--- src/rtl/pipe_scan_ctrl_if.sv ---
// Collision-checker bus between pipe_scan_ctrl and the shared collision unit.
// master drives chk_pipe_x/chk_pipe_y/chk_valid; slave returns collision_in.
interface pipe_scan_ctrl_if #(
  parameter int WIDTH  = 10,
  parameter int HEIGHT = 10
);
  logic [WIDTH-1:0]  chk_pipe_x;
  logic [HEIGHT-1:0] chk_pipe_y;
  logic              chk_valid;
  logic              collision_in;

  modport master (
    output chk_pipe_x,
    output chk_pipe_y,
    output chk_valid,
    input  collision_in
  );

  modport slave (
    input  chk_pipe_x,
    input  chk_pipe_y,
    input  chk_valid,
    output collision_in
  );
endinterface

--- src/rtl/pipe_scan_ctrl.sv ---
// Flappy-bird game-state controller: per-frame time-shared collision scan,
// floor check, idle/play/over sequencing, run gating and pass scoring.
// Ports: clk, reset (sync, active high), frame_tick, start_btn,
//   pipe_x_in/pipe_y_in (packed slots), bird_y, bus (collision checker,
//   master side), game_state, run, game_over, score. All outputs registered.
module pipe_scan_ctrl #(
  parameter int NUM_PIPES  = 4,
  parameter int WIDTH      = 10,
  parameter int HEIGHT     = 10,
  parameter int BIRD_X     = 200,
  parameter int PIPE_WIDTH = 30,
  parameter int FLOOR_Y    = 460,
  parameter int SCORE_W    = 8
) (
  input  logic                        clk,
  input  logic                        reset,
  input  logic                        frame_tick,
  input  logic                        start_btn,
  input  logic [NUM_PIPES*WIDTH-1:0]  pipe_x_in,
  input  logic [NUM_PIPES*HEIGHT-1:0] pipe_y_in,
  input  logic [HEIGHT-1:0]           bird_y,
  pipe_scan_ctrl_if.master            bus,
  output logic [1:0]                  game_state,
  output logic                        run,
  output logic                        game_over,
  output logic [SCORE_W-1:0]          score
);

  localparam int IDX_W = (NUM_PIPES > 1) ? $clog2(NUM_PIPES) : 1;

  typedef enum logic [1:0] {
    IDLE = 2'd0,
    PLAY = 2'd1,
    OVER = 2'd2
  } state_t;

  state_t               state_q, state_d;
  logic                 start_q;
  logic                 valid_q, valid_d;
  logic [IDX_W-1:0]     idx_q, idx_d;
  logic                 hit_q, hit_d;
  logic [NUM_PIPES-1:0] passed_q, passed_d;
  logic [SCORE_W-1:0]   score_q, score_d;
  logic [WIDTH-1:0]     x_q, x_d;
  logic [HEIGHT-1:0]    y_q, y_d;
  logic                 run_q, run_d;
  logic                 over_q, over_d;

  logic                 start_edge;
  logic                 last;
  logic                 hit_now;
  logic [IDX_W-1:0]     ld_idx;
  logic [WIDTH-1:0]     slot_x;
  logic [HEIGHT-1:0]    slot_y;
  logic [WIDTH:0]       x_ext;
  logic                 gone_left;
  logic                 gone_right;

  assign start_edge = start_btn & ~start_q;
  assign last       = (idx_q == IDX_W'(NUM_PIPES - 1));
  assign hit_now    = hit_q | bus.collision_in;

  // Slot to present next: slot 0 on a tick, otherwise the following slot.
  assign ld_idx = valid_q ? (idx_q + IDX_W'(1)) : '0;

  always_comb begin
    slot_x = '0;
    slot_y = '0;
    for (int i = 0; i < NUM_PIPES; i++) begin
      if (ld_idx == IDX_W'(i)) begin
        slot_x = pipe_x_in[i*WIDTH +: WIDTH];
        slot_y = pipe_y_in[i*HEIGHT +: HEIGHT];
      end
    end
  end

  // One extra bit so pipe_x + PIPE_WIDTH cannot wrap.
  assign x_ext      = {1'b0, x_q} + (WIDTH+1)'(PIPE_WIDTH);
  assign gone_left  = x_ext < (WIDTH+1)'(BIRD_X);
  assign gone_right = x_q > WIDTH'(BIRD_X);

  always_comb begin
    state_d  = state_q;
    valid_d  = valid_q;
    idx_d    = idx_q;
    hit_d    = hit_q;
    passed_d = passed_q;
    score_d  = score_q;
    x_d      = x_q;
    y_d      = y_q;

    unique case (state_q)
      IDLE: begin
        if (start_edge) begin
          state_d  = PLAY;
          score_d  = '0;
          passed_d = '0;
          hit_d    = 1'b0;
        end
      end

      PLAY: begin
        if (!valid_q) begin
          if (frame_tick) begin
            valid_d = 1'b1;
            idx_d   = '0;
            hit_d   = (bird_y >= HEIGHT'(FLOOR_Y));
            x_d     = slot_x;
            y_d     = slot_y;
          end
        end else begin
          hit_d = hit_now;
          if (gone_left && !passed_q[idx_q]) begin
            passed_d[idx_q] = 1'b1;
            if (score_q != '1) begin
              score_d = score_q + SCORE_W'(1);
            end
          end else if (gone_right) begin
            passed_d[idx_q] = 1'b0;
          end
          if (last) begin
            valid_d = 1'b0;
            idx_d   = '0;
            if (hit_now) begin
              state_d = OVER;
            end
          end else begin
            idx_d = ld_idx;
            x_d   = slot_x;
            y_d   = slot_y;
          end
        end
      end

      OVER: begin
        if (start_edge) begin
          state_d = IDLE;
        end
      end

      default: begin
        state_d = IDLE;
        valid_d = 1'b0;
      end
    endcase

    run_d  = (state_d == PLAY);
    over_d = (state_d == OVER);
  end

  always_ff @(posedge clk) begin
    if (reset) begin
      state_q  <= IDLE;
      start_q  <= 1'b0;
      valid_q  <= 1'b0;
      idx_q    <= '0;
      hit_q    <= 1'b0;
      passed_q <= '0;
      score_q  <= '0;
      x_q      <= '0;
      y_q      <= '0;
      run_q    <= 1'b0;
      over_q   <= 1'b0;
    end else begin
      state_q  <= state_d;
      start_q  <= start_btn;
      valid_q  <= valid_d;
      idx_q    <= idx_d;
      hit_q    <= hit_d;
      passed_q <= passed_d;
      score_q  <= score_d;
      x_q      <= x_d;
      y_q      <= y_d;
      run_q    <= run_d;
      over_q   <= over_d;
    end
  end

  assign bus.chk_pipe_x = x_q;
  assign bus.chk_pipe_y = y_q;
  assign bus.chk_valid  = valid_q;
  assign game_state     = state_q;
  assign run            = run_q;
  assign game_over      = over_q;
  assign score          = score_q;

endmodule

--- src/flat_wrapper.sv ---
// flat-port wrapper written by rule: the top's interface ports become plain ports
module pipe_scan_ctrl_flat 
#(
  parameter int NUM_PIPES  = 4,
  parameter int WIDTH      = 10,
  parameter int HEIGHT     = 10,
  parameter int BIRD_X     = 200,
  parameter int PIPE_WIDTH = 30,
  parameter int FLOOR_Y    = 460,
  parameter int SCORE_W    = 8
)
  (clk, reset, frame_tick, start_btn, pipe_x_in, pipe_y_in, bird_y, game_state, run, game_over, score, bus_chk_pipe_x, bus_chk_pipe_y, bus_chk_valid, bus_collision_in);
  pipe_scan_ctrl_if #(.WIDTH(WIDTH), .HEIGHT(HEIGHT)) bus_i ();
  input  logic clk;
  input  logic reset;
  input  logic frame_tick;
  input  logic start_btn;
  input  logic [NUM_PIPES*WIDTH-1:0] pipe_x_in;
  input  logic [NUM_PIPES*HEIGHT-1:0] pipe_y_in;
  input  logic [HEIGHT-1:0] bird_y;
  output logic [1:0] game_state;
  output logic run;
  output logic game_over;
  output logic [SCORE_W-1:0] score;
  output wire logic [$bits(bus_i.chk_pipe_x)-1:0] bus_chk_pipe_x;
  output wire logic [$bits(bus_i.chk_pipe_y)-1:0] bus_chk_pipe_y;
  output wire logic [$bits(bus_i.chk_valid)-1:0] bus_chk_valid;
  input wire logic [$bits(bus_i.collision_in)-1:0] bus_collision_in;
  assign bus_chk_pipe_x = bus_i.chk_pipe_x;
  assign bus_chk_pipe_y = bus_i.chk_pipe_y;
  assign bus_chk_valid = bus_i.chk_valid;
  assign bus_i.collision_in = bus_collision_in;
  pipe_scan_ctrl #(.NUM_PIPES(NUM_PIPES), .WIDTH(WIDTH), .HEIGHT(HEIGHT), .BIRD_X(BIRD_X), .PIPE_WIDTH(PIPE_WIDTH), .FLOOR_Y(FLOOR_Y), .SCORE_W(SCORE_W)) u_core (.clk(clk), .reset(reset), .frame_tick(frame_tick), .start_btn(start_btn), .pipe_x_in(pipe_x_in), .pipe_y_in(pipe_y_in), .bird_y(bird_y), .bus(bus_i), .game_state(game_state), .run(run), .game_over(game_over), .score(score));
endmodule
--- config.mk ---
export PLATFORM = sky130hd
export DESIGN_NAME = pipe_scan_ctrl_flat
export DESIGN_NICKNAME = d
export VERILOG_FILES = /design/src/rtl/pipe_scan_ctrl_if.sv /design/src/rtl/pipe_scan_ctrl.sv /design/src/flat_wrapper.sv
export SDC_FILE = /design/constraint.sdc
export NUM_CORES = 1
export LEC_CHECK = 0
export ABC_AREA = 1
export BUFFER_PORTS_ARGS = -buffer_cell sky130_fd_sc_hd__buf_2
export CORE_MARGIN = 4
export CORE_UTILIZATION = 45
export CTS_CLUSTER_DIAMETER = 60
export DETAILED_ROUTE_END_ITERATION = 7
export GPL_ROUTABILITY_DRIVEN = 0
export HOLD_SLACK_MARGIN = 0.12
export PLACE_DENSITY = 0.8
export SYNTH_ARGS = -nofsm -noshare
export SYNTH_HDL_FRONTEND = slang
export SYNTH_SLANG_ARGS = --single-unit
--- constraint.sdc ---
create_clock -name clk -period 2.2 [get_ports clk]
set_input_delay 0.33 -clock clk [delete_from_list [all_inputs] [get_ports clk]]
set_output_delay 0.33 -clock clk [all_outputs]
set_load 0.02 [all_outputs]
Yosys cells after proc, flatten, opt, wreduce, memory -nomap -nowiden
Index checks and enable logic that the tools add are counted.
{"block": "classes", "n_addsub": 3, "n_lt_le_gt_ge": 5, "eq_ne": 16, "muxes": 46, "n_bitwise": 6, "reduce_logical": 13}
{"cell": "$mux 10", "count": 14}
{"cell": "$mux 8", "count": 4}
{"cell": "$mux 2", "count": 9}
{"cell": "$mux 4", "count": 4}
{"cell": "$pmux 8 s2", "count": 1}
{"cell": "$add 10x5->11 const B", "count": 1}
{"cell": "$lt 11x8->1 const B", "count": 1}
{"cell": "$eq 2x2->1 const B", "count": 5}
{"cell": "$ge 10x9->1 const B", "count": 1}
{"cell": "$gt 10x8->1 const B", "count": 1}
{"cell": "$add 8x1->8 const B", "count": 1}
{"cell": "$mux 1", "count": 8}
{"cell": "$ne 2x1->1 const B", "count": 4}
{"cell": "$ne 8x8->1 const B", "count": 1}
{"cell": "$pmux 4 s2", "count": 1}
{"cell": "$eq 2x1->1 const B", "count": 3}
{"cell": "$pmux 2 s3", "count": 1}
{"cell": "$reduce_and 3->1", "count": 2}
{"cell": "$reduce_and 5->1", "count": 1}
{"cell": "$and 4x4->4", "count": 1}
{"cell": "$logic_not 2->1", "count": 2}
{"cell": "$not 4->4", "count": 1}
{"cell": "$or 4x4->4", "count": 1}
{"cell": "$pmux 1 s2", "count": 2}
{"cell": "other kinds (17)", "count": 19}
{"block": "totals", "regBits": 41, "in_bits": 95, "out_inout_bits": 33, "elab_cells": 100}

Longest topological paths before layout
{"block": "logic_depth", "word_depth": 10, "mapped_depth": 10, "depth_no_buf": 10}

Worst setup path after synthesis
OpenSTA, ideal clock, no wires.
{"block": "synth_path", "path_type": "reg-to-reg", "startpoint": "reg u_core.idx_q[0]", "endpoint": "reg u_core.x_q[1] (netlist: u_core.bus.chk_pipe_x[1])", "setup_time_ps": 81, "t_arrival_ps": 1515, "required_ps": 2119, "slack_ps": 604, "stages_incl_launch_ff": 8, "path_buffers": 1, "period_less_slack_ps": 1596, "path_cell_list": "dfxtp_1 inv_2 ha_1 nand2_1 nor2_1 clkbuf_1 nand2_1 a41oi_1"}
{"block": "synth_via", "elab_chain_cells": 9, "elab_cells_between_ends": 16, "cone_classes": "add/sub (1); eq/ne (5); mux (8); reduce/logical (2)"}
{"item": "start: declaration", "line_no": "pipe_scan_ctrl.sv:40", "rtl": "logic [IDX_W-1:0] idx_q, idx_d;"}
{"item": "start signal: assignment", "line_no": "pipe_scan_ctrl.sv:168", "rtl": "idx_q <= idx_d;"}
{"item": "$add 2x1->2", "line_no": "pipe_scan_ctrl.sv:64", "rtl": "assign ld_idx = valid_q ? (idx_q + IDX_W'(1)) : '0;"}
{"item": "$mux 2", "line_no": "pipe_scan_ctrl.sv:64"}
{"item": "$logic_not 2->1", "line_no": "pipe_scan_ctrl.sv:70", "rtl": "if (ld_idx == IDX_W'(i)) begin"}
{"item": "$mux 10 (4 in series)", "line_no": "pipe_scan_ctrl.sv:70"}
{"item": "$mux 10, on equally long branches", "line_no": "pipe_scan_ctrl.sv:104, pipe_scan_ctrl.sv:121"}
{"item": "$mux 10", "line_no": "pipe_scan_ctrl.sv:103", "rtl": "if (!valid_q) begin"}
{"item": "end signal: assignment", "line_no": "pipe_scan_ctrl.sv:160", "rtl": "x_q <= '0;"}
{"item": "end signal: assignment", "line_no": "pipe_scan_ctrl.sv:172", "rtl": "x_q <= x_d;"}
{"item": "end: declaration", "line_no": "pipe_scan_ctrl.sv:44", "rtl": "logic [WIDTH-1:0] x_q, x_d;"}
Parallel ways exist; a longest one is shown, timed or not. The select of a mux whose other input is x is not followed.
A chain may end at the register's enable or synchronous reset.

Worst setup path after layout
{"block": "layout_path", "startpoint": "reg u_core.idx_q[0]", "endpoint": "reg u_core.x_q[9] (netlist: u_core.bus.chk_pipe_x[9])"}
Same word-level chain as after synthesis.

==> impl_results.md <==
* CTS Root Buffer Type: clkbuf_8
* Row cnt at 26
* Yosys warns at 0
* Netlist cell types at 28
* Fin cells at 551
* Leak at 1.594 nW
* Tmin final at 1.865 ns
* Clock Path Buffers at 2
* Clock skew at 0.003641 ns
* Synth Register Bits at 41
* Most common cell after layout, fill and taps aside: buf_2
* Sequential share of the synthesized area at 0.3399
* Setup-failing EPs final at 0
* Initial Util at 0.4698
* Synthesized cell area at 0.002415 mm²
* GRT Overall Usage at 0.2353
* Pins Over Slew Limit at 0
* Critical Path, Cell by Cell: inv_2 -> ha_1 -> nand2_1 -> nor2_1 -> buf_4 -> nand2_1 -> nand4_1 -> nand2_1 -> a21oi_1
* Max stage delay cell, worst path: dfxtp_1
* Net Count, Synth at 459
* Die area at 0.006602 mm²
* Final setup TNS at 0 ns
* Synthesized instance count at 359
* Crit path setup slack, layout at 0.3350 ns
* Status: finished clean
* Crit path max-delay family: flip-flops
* Largest net degree at the start of global routing at 22
* Antenna diodes at 0
* Clock-pin slew of the registers on the worst-case setup and hold paths at 0.08 ns
* Max Cap Viol at 0
* Gr ovfl total at 0
* P per Cell Area at 556.6 mW/mm²
* Tightest Hold Check Type: in -> reg
* Proportion of layout cells with a drive suffix above 1 at 0.3264
* CP max stage delay at 0.52 ns
* DRT Wirelength at 7722 µm
* Rel. slew slack at 0.7164
* Fillers at 504
* CP endpoint kind: flip-flop
* Synthesized area per cell at 6.727 µm²
* Setup crit start kind: flip-flop
* Worst skew pair latency at 0.30 ns
* Hold Fails Final Rpt at 0
* VDD IR max at 0.0002540 V
* Pre-Repair DR Iteration Count at 6
* Die W at 81.26 µm
* CP arrival at 2.10 ns
* Die height at 81.26 µm
* Maximum clock rate at 536.2 MHz
* P&R area growth vs syn at 32.38%
* 1st-iter DRT viols at 173
* Unrepaired setup endpoints after global routing: no
* H-tree levels at 2
* IO buf count at 125
* Critical path class: reg -> reg
* Inst Count DP at 543
* Final period utilization at 0.8477
* Vias at 3043
* Vias/cell at 5.523
* Buffers and inverters on the worst path at 2
* TritonCTS Buffers at 5
* CTS tree: done
* CP required at 2.43 ns
* Core Region at 0.005140 mm²
* Top Metal Used: met4
* DR WL met3 at 710 µm
* Worst-Margin Slew at 0.4221 ns
* Number of global-route vias before repair at 2909
* DP HPWL at 5826 µm
* Clock sink count at 41
* Critical Path Most Common Cell: nand2_1
* Routed Antenna Nets at 0
* Worst Path Max Fanout at 12
* Routed wl met2 at 3849 µm
* CTS resizes at 0
* Most frequent cells in the layout: 125 x buf_2, 64 x nand2_1, 50 x nand3_1, 41 x dfxtp_1, 37 x a21oi_1
* Setup Buffers After CTS at 0
* Post-place setup slack at 0.3759 ns
* Initial antenna violation count at 0
* Total power at 1.779 mW
* I/O pin count at 128
* # DRC at 0
* Hold buffers post-CTS at 0
* Final #Nets at 580
* Per-cell routed wire length at 14.01 µm
* Met1 Wirelength at 3030 µm
* First-pass GRT wire length at 12360 µm
-- metal layers --
layer | track usage | vias up
li1 | - | 1473
met1 | 0.2640 | 1384
met2 | 0.4269 | 166
met3 | 0.05765 | 20
met4 | 0.08784 | 0
met5 | 0 | -
-- per-stage QoR --
stage | hold WS, ns | util | area (µm²)
final | 0.2467 | 0.6220 | 3197
after global routing | 0.2971 | 0.6220 | 3197
after CTS | 0.2479 | 0.6220 | 3197
after detailed placement | 0.5058 | 0.6059 | 3114
after global placement | 0.4909 | 0.6059 | 3114
after floorplan | 0.4092 | - | 2415
-- area by class of cell --
cell class | instances | area (µm²) | area share
multi-input cells | 267 | 1389 | 0.4344
inverters | 29 | 108.9 | 0.03405
clock buffers | 6 | 72.57 | 0.02270
clock inverters | 2 | 10.01 | 0.003131
flip-flops and latches | 41 | 820.8 | 0.2568
repair buffers | 136 | 708.2 | 0.2215
well taps | 70 | 87.58 | 0.02740
-- cell usage after synthesis --
master	number	area (µm²)
xnor2_1	1	8.760
o211a_1	2	20.02
buf_4	1	7.510
or2_2	1	6.260
o21ai_0	28	140.1
o21ai_1	3	15.01
nor2_2	3	18.77
xor2_1	3	26.28
clkbuf_1	13	48.80
inv_2	4	15.01
o21bai_1	1	7.510
nor2_1	34	127.6
ha_1	5	62.56
clkbuf_2	1	5.000
nand2_4	2	22.52
nand2_2	1	6.260
a21oi_1	37	185.2
nand3_1	50	250.2
nor3_1	6	30.03
nand2_1	64	240.2
inv_1	25	93.84
buf_2	7	35.03
dfxtp_1	41	820.8
a21oi_2	1	8.760
nand3_2	2	20.02
o31ai_1	1	7.510
a41oi_1	19	166.4
nand4_1	3	18.77
-- report_power, final --
group          switching (mW)  leakage (nW)  internal (mW)  total (mW)
Combinational           0.278          1.21          0.181       0.458
Sequential             0.0388         0.335          0.791       0.830
Clock                   0.271        0.0450          0.220       0.491
-- worst reg2reg max path, cell delays in order, from the launching register on --
cell and delay, ns:
dfxtp_1 0.52, inv_2 0.11, ha_1 0.31, nand2_1 0.11, nor2_1 0.17, buf_4 0.21
nand2_1 0.08, nand4_1 0.10, nand2_1 0.06, a21oi_1 0.13
-- sequential cells by signal, summed over array words and instances, names as in the netlist, 2 cells and up --
register,cells
u_core.passed_q,4
u_core.score,8
u_core.bus.chk_pipe_x,10
u_core.bus.chk_pipe_y,10
u_core.idx_q,2
u_core.game_state,2
-- path summary, 6_finish.rpt --
path	from	end	slack (ns)	depth (start not counted)
hold / removal	start_btn	u_core.start_q$_SDFF_PP0_	0.25	3
setup reg to reg	u_core.idx_q[0]$_SDFFE_PP0P_	u_core.bus.chk_pipe_x[9]$_SDFFE_PP0P_	0.33	9
setup / recovery	u_core.idx_q[0]$_SDFFE_PP0P_	u_core.bus.chk_pipe_x[9]$_SDFFE_PP0P_	0.33	9
hold reg to reg	u_core.score[2]$_SDFFE_PP0P_	u_core.score[2]$_SDFFE_PP0P_	0.51	2
-- cells by family after synthesis --
group | Yosys count | synth area share
adder cells (fa/ha/maj) | 5 | 0.02591
AO/OA/AOI/OAI | 92 | 0.2280
flip-flops | 41 | 0.3399
XOR/XNOR | 4 | 0.01451
AND/OR/NAND/NOR | 166 | 0.3067
buffers and inverters | 51 | 0.08497
(Power assumes the default switching activity.)
